## src/rtl/simon_input_encoder.sv

```systemverilog
// Simon player input: sync, debounce, single-press encode, colour FIFO.
// Optional INPUT_TIMEOUT_EN adds an idle timeout pulse.
module simon_input_encoder #(
  parameter int DEBOUNCE_CYCLES = 4,
  parameter int FIFO_DEPTH      = 4,
  parameter int TIMEOUT_CYCLES  = 1023
) (
  input  logic       clk,
  input  logic       resetn,
  input  logic       enable,
  input  logic       flush,
  input  logic [3:0] btn,
  output logic [1:0] color,
  output logic       color_valid,
  input  logic       color_ready,
  output logic [3:0] echo,
  output logic [3:0] count,
  output logic       overflow,
  output logic       multi_err,
  output logic       timeout
);

  localparam int CW = $clog2(DEBOUNCE_CYCLES + 1);
  localparam int AW = $clog2(FIFO_DEPTH);
  localparam logic [CW-1:0] CNT_LAST = CW'(DEBOUNCE_CYCLES - 1);
  localparam logic [AW:0]   OCC_FULL = (AW+1)'(FIFO_DEPTH);

  typedef enum logic [1:0] {
    S_IDLE,
    S_DEBOUNCE,
    S_HELD,
    S_RELEASE
  } state_t;

  function automatic logic [1:0] encode(input logic [3:0] oh);
    logic [1:0] c;
    c = 2'b00;
    unique case (1'b1)
      oh[0]:   c = 2'b00;
      oh[1]:   c = 2'b01;
      oh[2]:   c = 2'b10;
      oh[3]:   c = 2'b11;
      default: c = 2'b00;
    endcase
    return c;
  endfunction

  logic [3:0] btn_m;
  logic [3:0] btn_s;

  always_ff @(posedge clk or negedge resetn) begin
    if (!resetn) begin
      btn_m <= '0;
      btn_s <= '0;
    end else begin
      btn_m <= btn;
      btn_s <= btn_m;
    end
  end

  state_t        state;
  state_t        state_nx;
  logic [CW-1:0] cnt;
  logic [CW-1:0] cnt_nx;
  logic [3:0]    cand;
  logic [3:0]    cand_nx;
  logic          push;
  logic          multi_nx;
  logic [2:0]    ones;

  assign ones = 3'($countones(btn_s));

  always_comb begin
    state_nx = state;
    cnt_nx   = cnt;
    cand_nx  = cand;
    push     = 1'b0;
    multi_nx = 1'b0;
    unique case (state)
      S_IDLE: begin
        if (enable && ones == 3'd1) begin
          cand_nx  = btn_s;
          state_nx = S_DEBOUNCE;
          cnt_nx   = '0;
        end else if (enable && ones > 3'd1) begin
          multi_nx = 1'b1;
          state_nx = S_RELEASE;
          cnt_nx   = '0;
        end
      end
      S_DEBOUNCE: begin
        if (btn_s != cand) begin
          state_nx = S_IDLE;
          cnt_nx   = '0;
        end else if (cnt == CNT_LAST) begin
          push     = 1'b1;
          state_nx = S_HELD;
          cnt_nx   = '0;
        end else begin
          cnt_nx = cnt + 1'b1;
        end
      end
      S_HELD: begin
        if (btn_s == 4'b0000) begin
          state_nx = S_RELEASE;
          cnt_nx   = '0;
        end
      end
      S_RELEASE: begin
        if (btn_s != 4'b0000) begin
          cnt_nx = '0;
        end else if (cnt == CNT_LAST) begin
          state_nx = S_IDLE;
          cnt_nx   = '0;
        end else begin
          cnt_nx = cnt + 1'b1;
        end
      end
      default: state_nx = S_IDLE;
    endcase
    // flush parks in release so a held button is not counted twice
    if (flush) begin
      state_nx = S_RELEASE;
      cnt_nx   = '0;
      push     = 1'b0;
      multi_nx = 1'b0;
    end
  end

  always_ff @(posedge clk or negedge resetn) begin
    if (!resetn) begin
      state     <= S_IDLE;
      cnt       <= '0;
      cand      <= '0;
      multi_err <= 1'b0;
    end else begin
      state     <= state_nx;
      cnt       <= cnt_nx;
      cand      <= cand_nx;
      multi_err <= multi_nx;
    end
  end

  assign echo = (state == S_HELD) ? cand : 4'b0000;

  logic [1:0]    mem [FIFO_DEPTH];
  logic [AW-1:0] wr_ptr;
  logic [AW-1:0] rd_ptr;
  logic [AW:0]   occ;
  logic          full;
  logic          pop;
  logic          push_ok;

  assign full        = (occ == OCC_FULL);
  assign color_valid = (occ != '0);
  assign color       = mem[rd_ptr];
  assign pop         = color_valid && color_ready;
  assign push_ok     = push && (!full || pop);

  always_ff @(posedge clk or negedge resetn) begin
    if (!resetn) begin
      for (int i = 0; i < FIFO_DEPTH; i++) mem[i] <= 2'b00;
      wr_ptr   <= '0;
      rd_ptr   <= '0;
      occ      <= '0;
      count    <= '0;
      overflow <= 1'b0;
    end else if (flush) begin
      wr_ptr   <= '0;
      rd_ptr   <= '0;
      occ      <= '0;
      count    <= '0;
      overflow <= 1'b0;
    end else begin
      if (pop) rd_ptr <= rd_ptr + 1'b1;
      if (push_ok) begin
        mem[wr_ptr] <= encode(cand);
        wr_ptr      <= wr_ptr + 1'b1;
        if (count != 4'hF) count <= count + 1'b1;
      end
      if (push && !push_ok) overflow <= 1'b1;
      unique case ({push_ok, pop})
        2'b10:   occ <= occ + 1'b1;
        2'b01:   occ <= occ - 1'b1;
        default: occ <= occ;
      endcase
    end
  end

`ifdef INPUT_TIMEOUT_EN
  localparam int TW = $clog2(TIMEOUT_CYCLES + 1);
  localparam logic [TW-1:0] IDLE_LAST = TW'(TIMEOUT_CYCLES - 1);

  logic [TW-1:0] idle_cnt;
  logic          idle_run;

  assign idle_run = enable && (state == S_IDLE) &&
                    (btn_s == 4'b0000) && !color_valid;

  always_ff @(posedge clk or negedge resetn) begin
    if (!resetn) begin
      idle_cnt <= '0;
      timeout  <= 1'b0;
    end else if (flush || !idle_run) begin
      idle_cnt <= '0;
      timeout  <= 1'b0;
    end else if (idle_cnt == IDLE_LAST) begin
      idle_cnt <= '0;
      timeout  <= 1'b1;
    end else begin
      idle_cnt <= idle_cnt + 1'b1;
      timeout  <= 1'b0;
    end
  end
`else
  logic unused_timeout_cfg;
  assign unused_timeout_cfg = ^TIMEOUT_CYCLES;
  assign timeout = 1'b0;
`endif

endmodule

```

## config.mk

```make
export PLATFORM = sky130hd
export DESIGN_NAME = simon_input_encoder
export DESIGN_NICKNAME = d
export VERILOG_FILES = /design/src/rtl/simon_input_encoder.sv
export SDC_FILE = /design/constraint.sdc
export NUM_CORES = 1
export LEC_CHECK = 0
export ABC_AREA = 1
export CORE_MARGIN = 10
export CORE_UTILIZATION = 59
export DETAILED_ROUTE_END_ITERATION = 10
export PLACE_DENSITY = 0.84
export SKIP_CTS_REPAIR_TIMING = 1
export SYNTH_ARGS = -nofsm -noshare
export SYNTH_HDL_FRONTEND = slang
export SYNTH_SLANG_ARGS = --single-unit
```

## constraint.sdc

```tcl
create_clock -name clk -period 3.9 [get_ports clk]
set_input_delay 0.975 -clock clk [delete_from_list [all_inputs] [get_ports clk]]
set_output_delay 0.975 -clock clk [all_outputs]
set_load 0.01 [all_outputs]
```

==> metrics.yaml <==
start_kind: "primary input"
maxCapViolations: 0
syn_nets: 249
synth_top_area_share_pct: 48.47
min_path_type: "flop to flop"
fp.dieW_um: 77.67
critPathMaxFanout: 4
antenna_found_initial: 0
final_layout_size_suffix_gt1_share_pct: 10.20
cts_made_buffers: 5
ctsLongestPathBuffers: 2
yosys.cell_types.count: 32
post-route-min-period_ps: 2765
routedWlPerCell_um: 12.93
setup_viol: 0
dpl_cell_area_sq_um: 2217
cts_max_level: 2
power_w: 0.0009392
wirelength_mm: 3.866
layout_commonest_cell: "nand2_1"
viasPerCell: 5.164
rows: 20
setup_tns_ps: 0
yosys.area.top_type: "dfrtp_1"
peakVddDrop_v: 0.0003302
fmax_ghz: 0.3617
slew_headroom_pct: 45.14
slew_violations: 0
crit_start: "color_ready"
end_kind: "flop"
die-area_sq_um: 6032
drt_iter0_markers: 135
first_global_vias: 1543
fin_ws_ps: 1135
worstPathRequired_ps: 4180
cts.clk_slew.worst_paths_ps: 100
synth_area_sq_um: 1962
pin_count: 23
post_synth.cell_area_avg_sq_um: 8.605
p_per_area_nw_per_um2: 408.6
nNetsFinal: 276
min-delay-start: "btn_m[2]"
cts.sinks: 38
diodes: 0
p_leak_nw: 1.128
final_area_sq_um: 2298
cts_tree: "yes"
ys_warn_count: 0
grt_use_total_pct: 13.66
initial_utilization_pct: 62.72
ys_seq_area_share_pct: 48.47
finalClockSkew_ps: 13.12
multi_input_area_sq_um: 884.6
path_class: "primary input to flop"
register_area_sq_um: 950.9
synth.area.top_cells: "dfrtp_1, nand2_1, ha_1"
hold_viol: 0
core_area_sq_um: 3128
drc: 0
rsz0062_at_grt: "no"
finalCritPeriodShare_pct: 70.90
gr-total-overflow: 0
status: "finished clean"
clk_latency_ps: 350
vias: 1544
ant_nets: 0
fin_hold_ws_ps: 358.3
syn_inst: 228
worstMarginPinSlew_ps: 823.0
clockRootBuffer: "clkbuf_4"
ys_seq_elements: 38
hpwl_mm: 2.948
gp_congestion: 0.8469
grt_max_degree: 39
grt_pass1_wl_mm: 6.851
pre_cts_ws_ps: 806.3
rr_startpoint: "btn_s[3]"
arrival_ps: 3040
nFillCells: 236
layout_common_cells: "nand2_1, dfrtp_1, inv_1"
area_growth_pct: 17.16
firstDrtPassIters: 4
port_buffers: 21
die_y_um: 77.67
-- critical path, stage by stage --
cell,delay (ps)
clkdlybuf4s50_1,480
nor2_1,60
a21oi_1,260
nand3_4,160
nand2_4,100
inv_2,50
fa_1,370
xnor2_1,220
inv_1,60
nand3_1,90
nand2_1,60
inv_1,40
nand2_1,40
nand2_1,60
-- cells in the mapped netlist --
cell and number:
nor2_4 2, inv_2 2, inv_1 26, o21ai_0 21, xnor2_1 1, buf_2 1, nand2_2 6, o22ai_1 4
ha_1 10, or2_2 2, a21oi_1 4, nand3_4 1, nand3_1 10, nor2_2 1, dfrtp_1 38, a21boi_0 1
nor2_1 25, nand4_1 2, nand2_4 1, a31oi_1 2, buf_4 1, nand2_1 52, o21ai_1 3, fa_1 2
conb_1 1, nor3_1 2, o21ai_2 1, a22o_1 1, clkinv_4 1, o2111ai_1 1, xor2_1 2, a41oi_1 1
-- final timing paths --
path	end	slack, ps	cells after the start
max	occ[2]	1140	14
max in group asynchronous	state[1]	2670	1
min	btn_s[2]	360	0
min reg2reg	btn_s[2]	360	0
min in group asynchronous	count[3]	720	1
max reg2reg	cnt[0]	1360	13
-- logic make-up (layout without fill, tap and decap cells) --
kind of cell | after synthesis | in the layout | share of synthesized area (%)
adders and majority gates | 12 | 12 | 8.418
DFF | 38 | 38 | 48.47
buffers and inverters | 31 | 58 | 6.441
other | 1 | 1 | 0.1911
AOI/OAI and AO/OA | 39 | 39 | 11.22
and+or+nand+nor | 104 | 104 | 23.92
xor gates and xnor gates | 3 | 3 | 1.340
-- routing by layer --
| layer | routed length, um | global-route usage, % | vias to the layer above |
|---|---|---|---|
| met1 | 1727 | 16.76 | 712 |
| met5 | 0 | 0 | - |
| met3 | 286 | 5.760 | 9 |
| met4 | 64 | 4.745 | 0 |
| met2 | 1788 | 21.06 | 41 |
| li1 | - | - | 782 |
-- sequential cells by signal, summed over array words and instances, names as in the netlist --
name,flops
mem,8
btn_m,4
btn_s,4
cand,4
count,4
cnt,3
occ,3
rd_ptr,2
state,2
wr_ptr,2
multi_err,1
overflow,1
-- metrics by stage --
| stage | std cells | util (%) |
|---|---|---|
| after detailed placement | 292 | 70.88 |
| final | 299 | 73.48 |
| after CTS | 299 | 73.48 |
| after global routing | 299 | 73.48 |
| after floorplan | 228 | - |
| after global placement | 292 | 70.88 |
-- cell type report --
| cell class | instances | area share (%) |
|---|---|---|
| clock buffers | 6 | 2.232 |
| well taps | 44 | 2.395 |
| multi-input cells | 159 | 38.49 |
| flip-flops and latches | 38 | 41.37 |
| repair buffers | 22 | 9.254 |
| inverters | 29 | 4.954 |
| clock inverters | 1 | 1.306 |
-- report_power, final --
part	internal [W]	switching, W	total, W
clock network	0.000149	0.000123	0.000272
registers	0.000427	0.0000372	0.000464
logic	0.0000736	0.000129	0.000203
Note: power is estimated with default switching activity, not from simulation.
